--- config.mk ---
export PLATFORM = sky130hd
export DESIGN_NAME = tpuv1_host_seq_flat
export DESIGN_NICKNAME = d
export VERILOG_FILES = /design/src/rtl/tpuv1_host_seq_if.sv /design/src/rtl/tpuv1_host_seq.sv /design/src/flat_wrapper.sv
export SDC_FILE = /design/constraint.sdc
export NUM_CORES = 1
export LEC_CHECK = 0
export BUFFER_PORTS_ARGS = -buffer_cell sky130_fd_sc_hd__buf_2
export CORE_MARGIN = 3
export CORE_UTILIZATION = 49
export CTS_CLUSTER_DIAMETER = 40
export DETAILED_ROUTE_END_ITERATION = 12
export GPL_ROUTABILITY_DRIVEN = 0
export PLACE_DENSITY = 0.95
export SYNTH_ARGS = -nofsm -noshare
export SYNTH_HDL_FRONTEND = slang
export SYNTH_SLANG_ARGS = --single-unit
export TNS_END_PERCENT = 10
--- constraint.sdc ---
create_clock -name clk -period 4.6 [get_ports clk]
set_input_delay 0.23 -clock clk [delete_from_list [all_inputs] [get_ports clk]]
set_output_delay 0.23 -clock clk [all_outputs]
set_load 0.005 [all_outputs]
--- src/rtl/tpuv1_host_seq_if.sv ---
// Bundle of the host word streams and the TPU slave-port bus driven by
// tpuv1_host_seq.
//   master : the sequencer (drives the TPU bus, in_ready, out_*, busy, done)
//   slave  : its surroundings (host DMA/FIFO on the streams, TPU on the bus)
//
// Handshake: a stream word transfers on a rising clk edge where valid and
// ready are both high. The producer holds valid and data stable until that
// edge, and valid never waits on ready. Here ready (in_ready) is a register
// and never depends combinationally on valid.
interface tpuv1_host_seq_if #(
    parameter int ADDRW = 16,
    parameter int DATAW = 64
);
    // Host -> sequencer word stream (A rows, B rows, C half-rows)
    logic             in_valid;
    logic             in_ready;
    logic [DATAW-1:0] in_data;

    // Sequencer -> host result stream (C half-rows)
    logic             out_valid;
    logic             out_ready;
    logic [DATAW-1:0] out_data;

    // Job status
    logic             busy;
    logic             done;

    // TPU memory-mapped slave port
    logic             tpu_r_w;
    logic [ADDRW-1:0] tpu_addr;
    logic [DATAW-1:0] tpu_wdata;
    logic [DATAW-1:0] tpu_rdata;

    modport master (
        input  in_valid, in_data, out_ready, tpu_rdata,
        output in_ready, out_valid, out_data, busy, done,
               tpu_r_w, tpu_addr, tpu_wdata
    );

    modport slave (
        output in_valid, in_data, out_ready, tpu_rdata,
        input  in_ready, out_valid, out_data, busy, done,
               tpu_r_w, tpu_addr, tpu_wdata
    );
endinterface

--- src/rtl/tpuv1_host_seq.sv ---
// tpuv1_host_seq: bus initiator that feeds a tpuv1 instance from a word
// stream. One job = load A rows, load B rows, load the C accumulator image,
// write the start register, idle for the multiply latency, then read C back
// half-row by half-row onto the output stream.
//
// Optional feature macro: TPU_HOST_CZERO_EN
//   defined   : the C image is not taken from the stream; the block writes
//               2*DIM zero words itself (2*DIM input words per job).
//   undefined : the C image comes from the stream (4*DIM input words per job).
//
// Every bus and stream output is a register: a word accepted at edge N is on
// the bus during the following cycle and the TPU samples it at edge N+1.
// dbg_state exposes the FSM state encoding for checkers.
module tpuv1_host_seq #(
    parameter int BITS_AB  = 8,
    parameter int BITS_C   = 16,
    parameter int DIM      = 8,
    parameter int ADDRW    = 16,
    parameter int DATAW    = 64,
    parameter int WAIT_CYC = 3*DIM
) (
    input  logic             clk,
    input  logic             rst_n,
    tpuv1_host_seq_if.master bus,
    output logic [2:0]       dbg_state
);

    // Row / half-row index covers 0..2*DIM-1 (A and B only use 0..DIM-1).
    localparam int IDXW = $clog2(2*DIM);
    localparam int WCW  = $clog2(WAIT_CYC + 1);

    localparam logic [IDXW-1:0] LAST_AB = IDXW'(DIM - 1);
    localparam logic [IDXW-1:0] LAST_C  = IDXW'(2*DIM - 1);
    localparam logic [WCW-1:0]  WAIT_LD = WCW'(WAIT_CYC);

    // TPU address map. A/B rows and C half-rows sit on 8-byte strides, so
    // C row r low half is slot 2r and its high half is slot 2r+1.
    localparam logic [ADDRW-1:0] BASE_A     = ADDRW'(16'h0100);
    localparam logic [ADDRW-1:0] BASE_B     = ADDRW'(16'h0200);
    localparam logic [ADDRW-1:0] BASE_C     = ADDRW'(16'h0300);
    localparam logic [ADDRW-1:0] START_ADDR = ADDRW'(16'h0400);

    // A row must fill one bus word, a C row exactly two, and the idle time
    // must cover the array latency. A mis-parameterised instance never
    // raises in_ready, so it can never push garbage into the TPU.
    localparam logic CFG_OK = (DIM*BITS_AB == DATAW) &&
                              (DIM*BITS_C == 2*DATAW) &&
                              (WAIT_CYC >= 3*DIM - 1);

    typedef enum logic [2:0] {
        S_IDLE   = 3'd0,
        S_LOAD_A = 3'd1,
        S_LOAD_B = 3'd2,
        S_LOAD_C = 3'd3,
        S_START  = 3'd4,
        S_WAIT   = 3'd5,
        S_READ   = 3'd6,
        S_DRAIN  = 3'd7
    } state_t;

    state_t          state;
    logic [IDXW-1:0] idx;
    logic [WCW-1:0]  wait_cnt;
    logic            accept;

    // Bus address of slot i above a region base (8-byte stride).
    function automatic logic [ADDRW-1:0] slot_addr(input logic [ADDRW-1:0] base,
                                                   input logic [IDXW-1:0]  i);
        return base + (ADDRW'(i) << 3);
    endfunction

    // A word is taken only when the registered in_ready was already high.
    assign accept    = bus.in_valid && bus.in_ready;
    assign dbg_state = state;

    // Sequencer FSM: state, counters and every registered output.
    always_ff @(posedge clk or negedge rst_n) begin
        if (!rst_n) begin
            state         <= S_IDLE;
            idx           <= '0;
            wait_cnt      <= '0;
            bus.in_ready  <= 1'b0;
            bus.out_valid <= 1'b0;
            bus.out_data  <= '0;
            bus.busy      <= 1'b0;
            bus.done      <= 1'b0;
            bus.tpu_r_w   <= 1'b0;
            bus.tpu_addr  <= '0;
            bus.tpu_wdata <= '0;
        end else begin
            // Bus returns to idle and done drops unless a branch below
            // issues a cycle / pulse for the coming clock.
            bus.tpu_r_w   <= 1'b0;
            bus.tpu_addr  <= '0;
            bus.tpu_wdata <= '0;
            bus.done      <= 1'b0;

            case (state)
                S_IDLE: begin
                    bus.in_ready <= CFG_OK;
                    if (accept) begin
                        // First word of a job is always A row 0.
                        bus.tpu_r_w   <= 1'b1;
                        bus.tpu_addr  <= BASE_A;
                        bus.tpu_wdata <= bus.in_data;
                        idx           <= IDXW'(1);
                        bus.busy      <= 1'b1;
                        state         <= S_LOAD_A;
                    end
                end

                S_LOAD_A: begin
                    if (accept) begin
                        bus.tpu_r_w   <= 1'b1;
                        bus.tpu_addr  <= slot_addr(BASE_A, idx);
                        bus.tpu_wdata <= bus.in_data;
                        if (idx == LAST_AB) begin
                            idx   <= '0;
                            state <= S_LOAD_B;
                        end else begin
                            idx <= idx + 1'b1;
                        end
                    end
                end

                S_LOAD_B: begin
                    if (accept) begin
                        bus.tpu_r_w   <= 1'b1;
                        bus.tpu_addr  <= slot_addr(BASE_B, idx);
                        bus.tpu_wdata <= bus.in_data;
                        if (idx == LAST_AB) begin
                            idx   <= '0;
                            state <= S_LOAD_C;
`ifdef TPU_HOST_CZERO_EN
                            // C image is self-generated: stop taking input now.
                            bus.in_ready <= 1'b0;
`endif
                        end else begin
                            idx <= idx + 1'b1;
                        end
                    end
                end

                S_LOAD_C: begin
`ifdef TPU_HOST_CZERO_EN
                    // One zero write per cycle, no input consumed.
                    bus.tpu_r_w   <= 1'b1;
                    bus.tpu_addr  <= slot_addr(BASE_C, idx);
                    bus.tpu_wdata <= '0;
                    if (idx == LAST_C) begin
                        idx   <= '0;
                        state <= S_START;
                    end else begin
                        idx <= idx + 1'b1;
                    end
`else
                    // Half-rows arrive row0-low, row0-high, row1-low, ...
                    if (accept) begin
                        bus.tpu_r_w   <= 1'b1;
                        bus.tpu_addr  <= slot_addr(BASE_C, idx);
                        bus.tpu_wdata <= bus.in_data;
                        if (idx == LAST_C) begin
                            idx          <= '0;
                            bus.in_ready <= 1'b0;
                            state        <= S_START;
                        end else begin
                            idx <= idx + 1'b1;
                        end
                    end
`endif
                end

                S_START: begin
                    // Start register write directly follows the last C write;
                    // its data is ignored by the TPU and sent as zero.
                    bus.tpu_r_w  <= 1'b1;
                    bus.tpu_addr <= START_ADDR;
                    wait_cnt     <= WAIT_LD;
                    state        <= S_WAIT;
                end

                S_WAIT: begin
                    // Loaded with WAIT_CYC, so the bus shows exactly WAIT_CYC
                    // idle cycles between the start write and the first read.
                    if (wait_cnt == '0) begin
                        bus.tpu_addr <= slot_addr(BASE_C, idx);
                        state        <= S_READ;
                    end else begin
                        wait_cnt <= wait_cnt - 1'b1;
                    end
                end

                S_READ: begin
                    // The read address is on the bus this cycle; the TPU
                    // answers within the cycle, so capture at its end.
                    bus.out_data  <= bus.tpu_rdata;
                    bus.out_valid <= 1'b1;
                    state         <= S_DRAIN;
                end

                S_DRAIN: begin
                    if (bus.out_valid && bus.out_ready) begin
                        bus.out_valid <= 1'b0;
                        if (idx == LAST_C) begin
                            // Back to IDLE with in_ready already high so the
                            // next job's first word can go in the done cycle.
                            idx          <= '0;
                            bus.done     <= 1'b1;
                            bus.busy     <= 1'b0;
                            bus.in_ready <= CFG_OK;
                            state        <= S_IDLE;
                        end else begin
                            idx          <= idx + 1'b1;
                            bus.tpu_addr <= slot_addr(BASE_C, idx + 1'b1);
                            state        <= S_READ;
                        end
                    end
                end

                default: begin
                    state <= S_IDLE;
                end
            endcase
        end
    end

endmodule
--- src/flat_wrapper.sv ---
// flat-port wrapper written by rule: the top's interface ports become plain ports
module tpuv1_host_seq_flat 
#(
    parameter int BITS_AB  = 8,
    parameter int BITS_C   = 16,
    parameter int DIM      = 8,
    parameter int ADDRW    = 16,
    parameter int DATAW    = 64,
    parameter int WAIT_CYC = 3*DIM
)
  (clk, rst_n, dbg_state, bus_in_valid, bus_in_data, bus_out_ready, bus_tpu_rdata, bus_in_ready, bus_out_valid, bus_out_data, bus_busy, bus_done, bus_tpu_r_w, bus_tpu_addr, bus_tpu_wdata);
  tpuv1_host_seq_if #(.ADDRW(ADDRW), .DATAW(DATAW)) bus_i ();
  input  logic clk;
  input  logic rst_n;
  output logic [2:0] dbg_state;
  input wire logic [$bits(bus_i.in_valid)-1:0] bus_in_valid;
  input wire logic [$bits(bus_i.in_data)-1:0] bus_in_data;
  input wire logic [$bits(bus_i.out_ready)-1:0] bus_out_ready;
  input wire logic [$bits(bus_i.tpu_rdata)-1:0] bus_tpu_rdata;
  output wire logic [$bits(bus_i.in_ready)-1:0] bus_in_ready;
  output wire logic [$bits(bus_i.out_valid)-1:0] bus_out_valid;
  output wire logic [$bits(bus_i.out_data)-1:0] bus_out_data;
  output wire logic [$bits(bus_i.busy)-1:0] bus_busy;
  output wire logic [$bits(bus_i.done)-1:0] bus_done;
  output wire logic [$bits(bus_i.tpu_r_w)-1:0] bus_tpu_r_w;
  output wire logic [$bits(bus_i.tpu_addr)-1:0] bus_tpu_addr;
  output wire logic [$bits(bus_i.tpu_wdata)-1:0] bus_tpu_wdata;
  assign bus_i.in_valid = bus_in_valid;
  assign bus_i.in_data = bus_in_data;
  assign bus_i.out_ready = bus_out_ready;
  assign bus_i.tpu_rdata = bus_tpu_rdata;
  assign bus_in_ready = bus_i.in_ready;
  assign bus_out_valid = bus_i.out_valid;
  assign bus_out_data = bus_i.out_data;
  assign bus_busy = bus_i.busy;
  assign bus_done = bus_i.done;
  assign bus_tpu_r_w = bus_i.tpu_r_w;
  assign bus_tpu_addr = bus_i.tpu_addr;
  assign bus_tpu_wdata = bus_i.tpu_wdata;
  tpuv1_host_seq #(.BITS_AB(BITS_AB), .BITS_C(BITS_C), .DIM(DIM), .ADDRW(ADDRW), .DATAW(DATAW), .WAIT_CYC(WAIT_CYC)) u_core (.clk(clk), .rst_n(rst_n), .bus(bus_i), .dbg_state(dbg_state));
endmodule
==> metrics <==
1st-iter DRT viols=167; Ys Warns=0; area leader, netlist=dfrtp_1; post-cts sizing count=0; initial antenna violation count=0; Initial Utilization=approximately 50%; setup tns final=0 ns; Mapped Cells=420; Seq. cell area=3800 um^2; reg2reg setup slack=~2.5 ns; H-Tree Depth=4; critical path required time=4.89 ns; Hold WC Path Type=in -> reg; Rows=39; final hold violations=0; Mean Syn Cell Area=around 14 um^2; final setup fails=0; Overflow after GRT=0; FF+latch count, synth=152; Root Buffer=clkbuf_16; Fill cells=809; CTS max path bufs=2; DR vias/cell=between 4 and 5; period utilization=a little under half; CTS clk-pin slew, worst paths=0.06 ns; min Tclk post-route=roughly 2.1 ns; Seq/Total Area, Yosys=65.9%; mux contribution to synthesized area=13.0%; Final HPWL DP=10500 um; Area Overhead vs Synth=35.7%; Die Wd=115 um; Crit Reg-Reg Startpoint=u_core.wait_cnt[0]$_DFFE_PN0P_; crit path kind=reg -> reg; antenna cells=0; drt drc=0; number of global-route vias before repair=4343; Post-Synth Simple-Gate Area=12.4%; end point of the critical path=u_core.dbg_state[2]$_DFFE_PN0P_; worst r2r path cells=6; worst-path maximum fanout=6; Ports=~280; Total Wirelength=14200 um; WL per Instance=16.7 um; post-synth cell types=45; main combinational cell family by area after synthesis=multiplexers; die area=13100 um^2; layout cells sized above 1=46.6%; Slew @ Worst Pin=around 0.95 ns; multi-input logic area=1820 um^2; GRT Overall Usage=21.8%; CP startpoint kind=flop; status=complete, no violations; commonest non-fill, non-tap cell in the layout=buf_2; max-slew violation count=0; Final ANT Viol Nets=0; Pwr per Cell Area=a little over 600 nW/um^2; Slew HR=between 30 and 40%; Synth Area in XOR/XNOR=less than 1%; leakage=0.00411 uW; global-route wire length before repair=22100 um; clk_skew=approximately 0.0077 ns; Worst setup EP type=flop; die height=115 um; total power=4740 uW; RSZ-0062 raised after global routing=no; peak supply drop=464 uV; area of the core=11500 um^2; TritonCTS clock tree=done; Critical path origin=u_core.wait_cnt[0]$_DFFE_PN0P_; largest net degree at the start of global routing=69; CTS sink count=152; ys async rst share=100%; Final #Nets=830; Worst R2R End=u_core.dbg_state[2]$_DFFE_PN0P_; Synth Area in Adders=0.650%; post-synthesis compound-gate area fraction=under 10%; Synth Cell Area=about 5800 um^2; Most used DFF post-synth=dfrtp_1; 1st-pass router iterations=4; crit path DAT=2.38 ns; FMAX=0.478 GHz; EDFF count, synth=0; port bufs=274; commonest non-fill, non-tap cells in the layout=buf_2, dfrtp_1, and2_1; ranking of synthesized cells by area=dfrtp_1, mux2_1, and2_1; via count=~4300; clock latency on the worst-skew pair=0.41 ns; Yosys top cell area share=65.9%; CTS Buf Count=17; MaxCap Viol Count=0
## per-stage QoR
stage               instance area [um^2]  hold WS [ns]  util, %  instances  setup WS, ns
floorplan                           5800       -0.0656        -        428          2.59
global route                        7830       0.00119     68.3        851          2.38
detailed placement                  7220         0.259     63.0        818          2.53
global placement                    7220         0.243     63.0        818          2.61
finish                              7830        0.0199     68.3        851          2.51
CTS                                 7830      0.000478     68.3        851          2.52
## report_power, final
group          switching (uW)  internal (uW)
combinational             623            685
sequential                264           1790
clock                     520            864
## worst max-delay path, cell delays in order (launching register included)
cell	delay (ns)
dfrtp_1	0.40
inv_1	0.09
ha_1	0.16
or4b_4	0.52
a221oi_4	0.33
nand3_1	0.14
mux2_4	0.31
## layout make-up
class | instances | share of cell area, %
Tap cell | 143 | 2.28
Clock buffer | 20 | 5.70
Multi-Input combinational cell | 241 | 23.3
Timing Repair Buffer | 278 | 18.0
Clock inverter | 12 | 1.93
Sequential cell | 152 | 48.6
Inverter | 5 | 0.240
## cell usage after synthesis (2+ instances only)
cell and number:
nor2_1 10, nand3_1 10, nor4_1 2, a21oi_1 7
mux2_4 2, o21ai_0 5, and2_1 65, ha_1 3
buf_2 6, or3_1 2, inv_1 4, nor4b_1 2
nand3b_1 2, o21a_1 2, nor3_1 2, and3b_1 3
o21ai_1 4, and3_1 3, mux2_2 15, clkbuf_1 13
a32o_1 2, dfrtp_1 152, xnor2_1 3, buf_4 9
mux2_1 49, a31oi_1 2, nand2_1 23
## how the worst min path moves through the flow
stage / from / endpoint / cells after the start / slack, ns
6_report: bus_in_data[40] / u_core.bus.tpu_wdata[40]$_DFF_PN0_ / 2 / 0.02
3_5_place_dp: rst_n / u_core.idx[1]$_DFFE_PN0P_ / 1 / 0.26
3_3_place_gp: rst_n / u_core.bus.tpu_addr[9]$_DFF_PN0_ / 1 / 0.24
4_1_cts: bus_in_data[40] / u_core.bus.tpu_wdata[40]$_DFF_PN0_ / 2 / 0.0005
2_1_floorplan: rst_n / u_core.bus.busy$_DFFE_PN0P_ / 0 / -0.07
5_1_grt: bus_in_data[48] / u_core.bus.tpu_wdata[48]$_DFF_PN0_ / 2 / 0.001
## per-layer routing
metal / track usage [%] / share of wire (%) / up-vias
met4: 8.31 / 2.0 / 0
met5: 0 / 0 / -
met1: 24.8 / 36 / 2049
met3: 7.19 / 9.2 / 32
li1: - / - / 1946
met2: 38.0 / 53 / 225
## what timing repair did
| action | 4_1_cts | 5_1_grt |
|---|---|---|
| hold endpoints to repair | 63 | 0 |
| hold buffers | 1 | 0 |
| buffers inserted | 0 | 0 |
## sequential cells by signal (all words and copies together) (netlist names)
register,count
u_core.wait_cnt,5
u_core.bus.busy,1
u_core.bus.tpu_wdata,64
u_core.bus.out_data,64
u_core.dbg_state,3
u_core.bus.done,1
u_core.idx,4
u_core.bus.tpu_r_w,1
u_core.bus.out_valid,1
u_core.bus.in_ready,1
u_core.bus.tpu_addr,7
## logic make-up (layout without fill, tap and decap cells)
kind of cell / after synthesis / in the layout
AO/OA/AOI/OAI: 33 / 33
adder cells (fa/ha/maj): 3 / 3
other: 1 / 9
XOR/XNOR: 4 / 4
flip-flops: 152 / 152
multiplexers: 66 / 66
AND/OR/NAND/NOR: 126 / 126
buffers and inverters: 35 / 315
No activity file was read; power rests on OpenSTA's default activity.
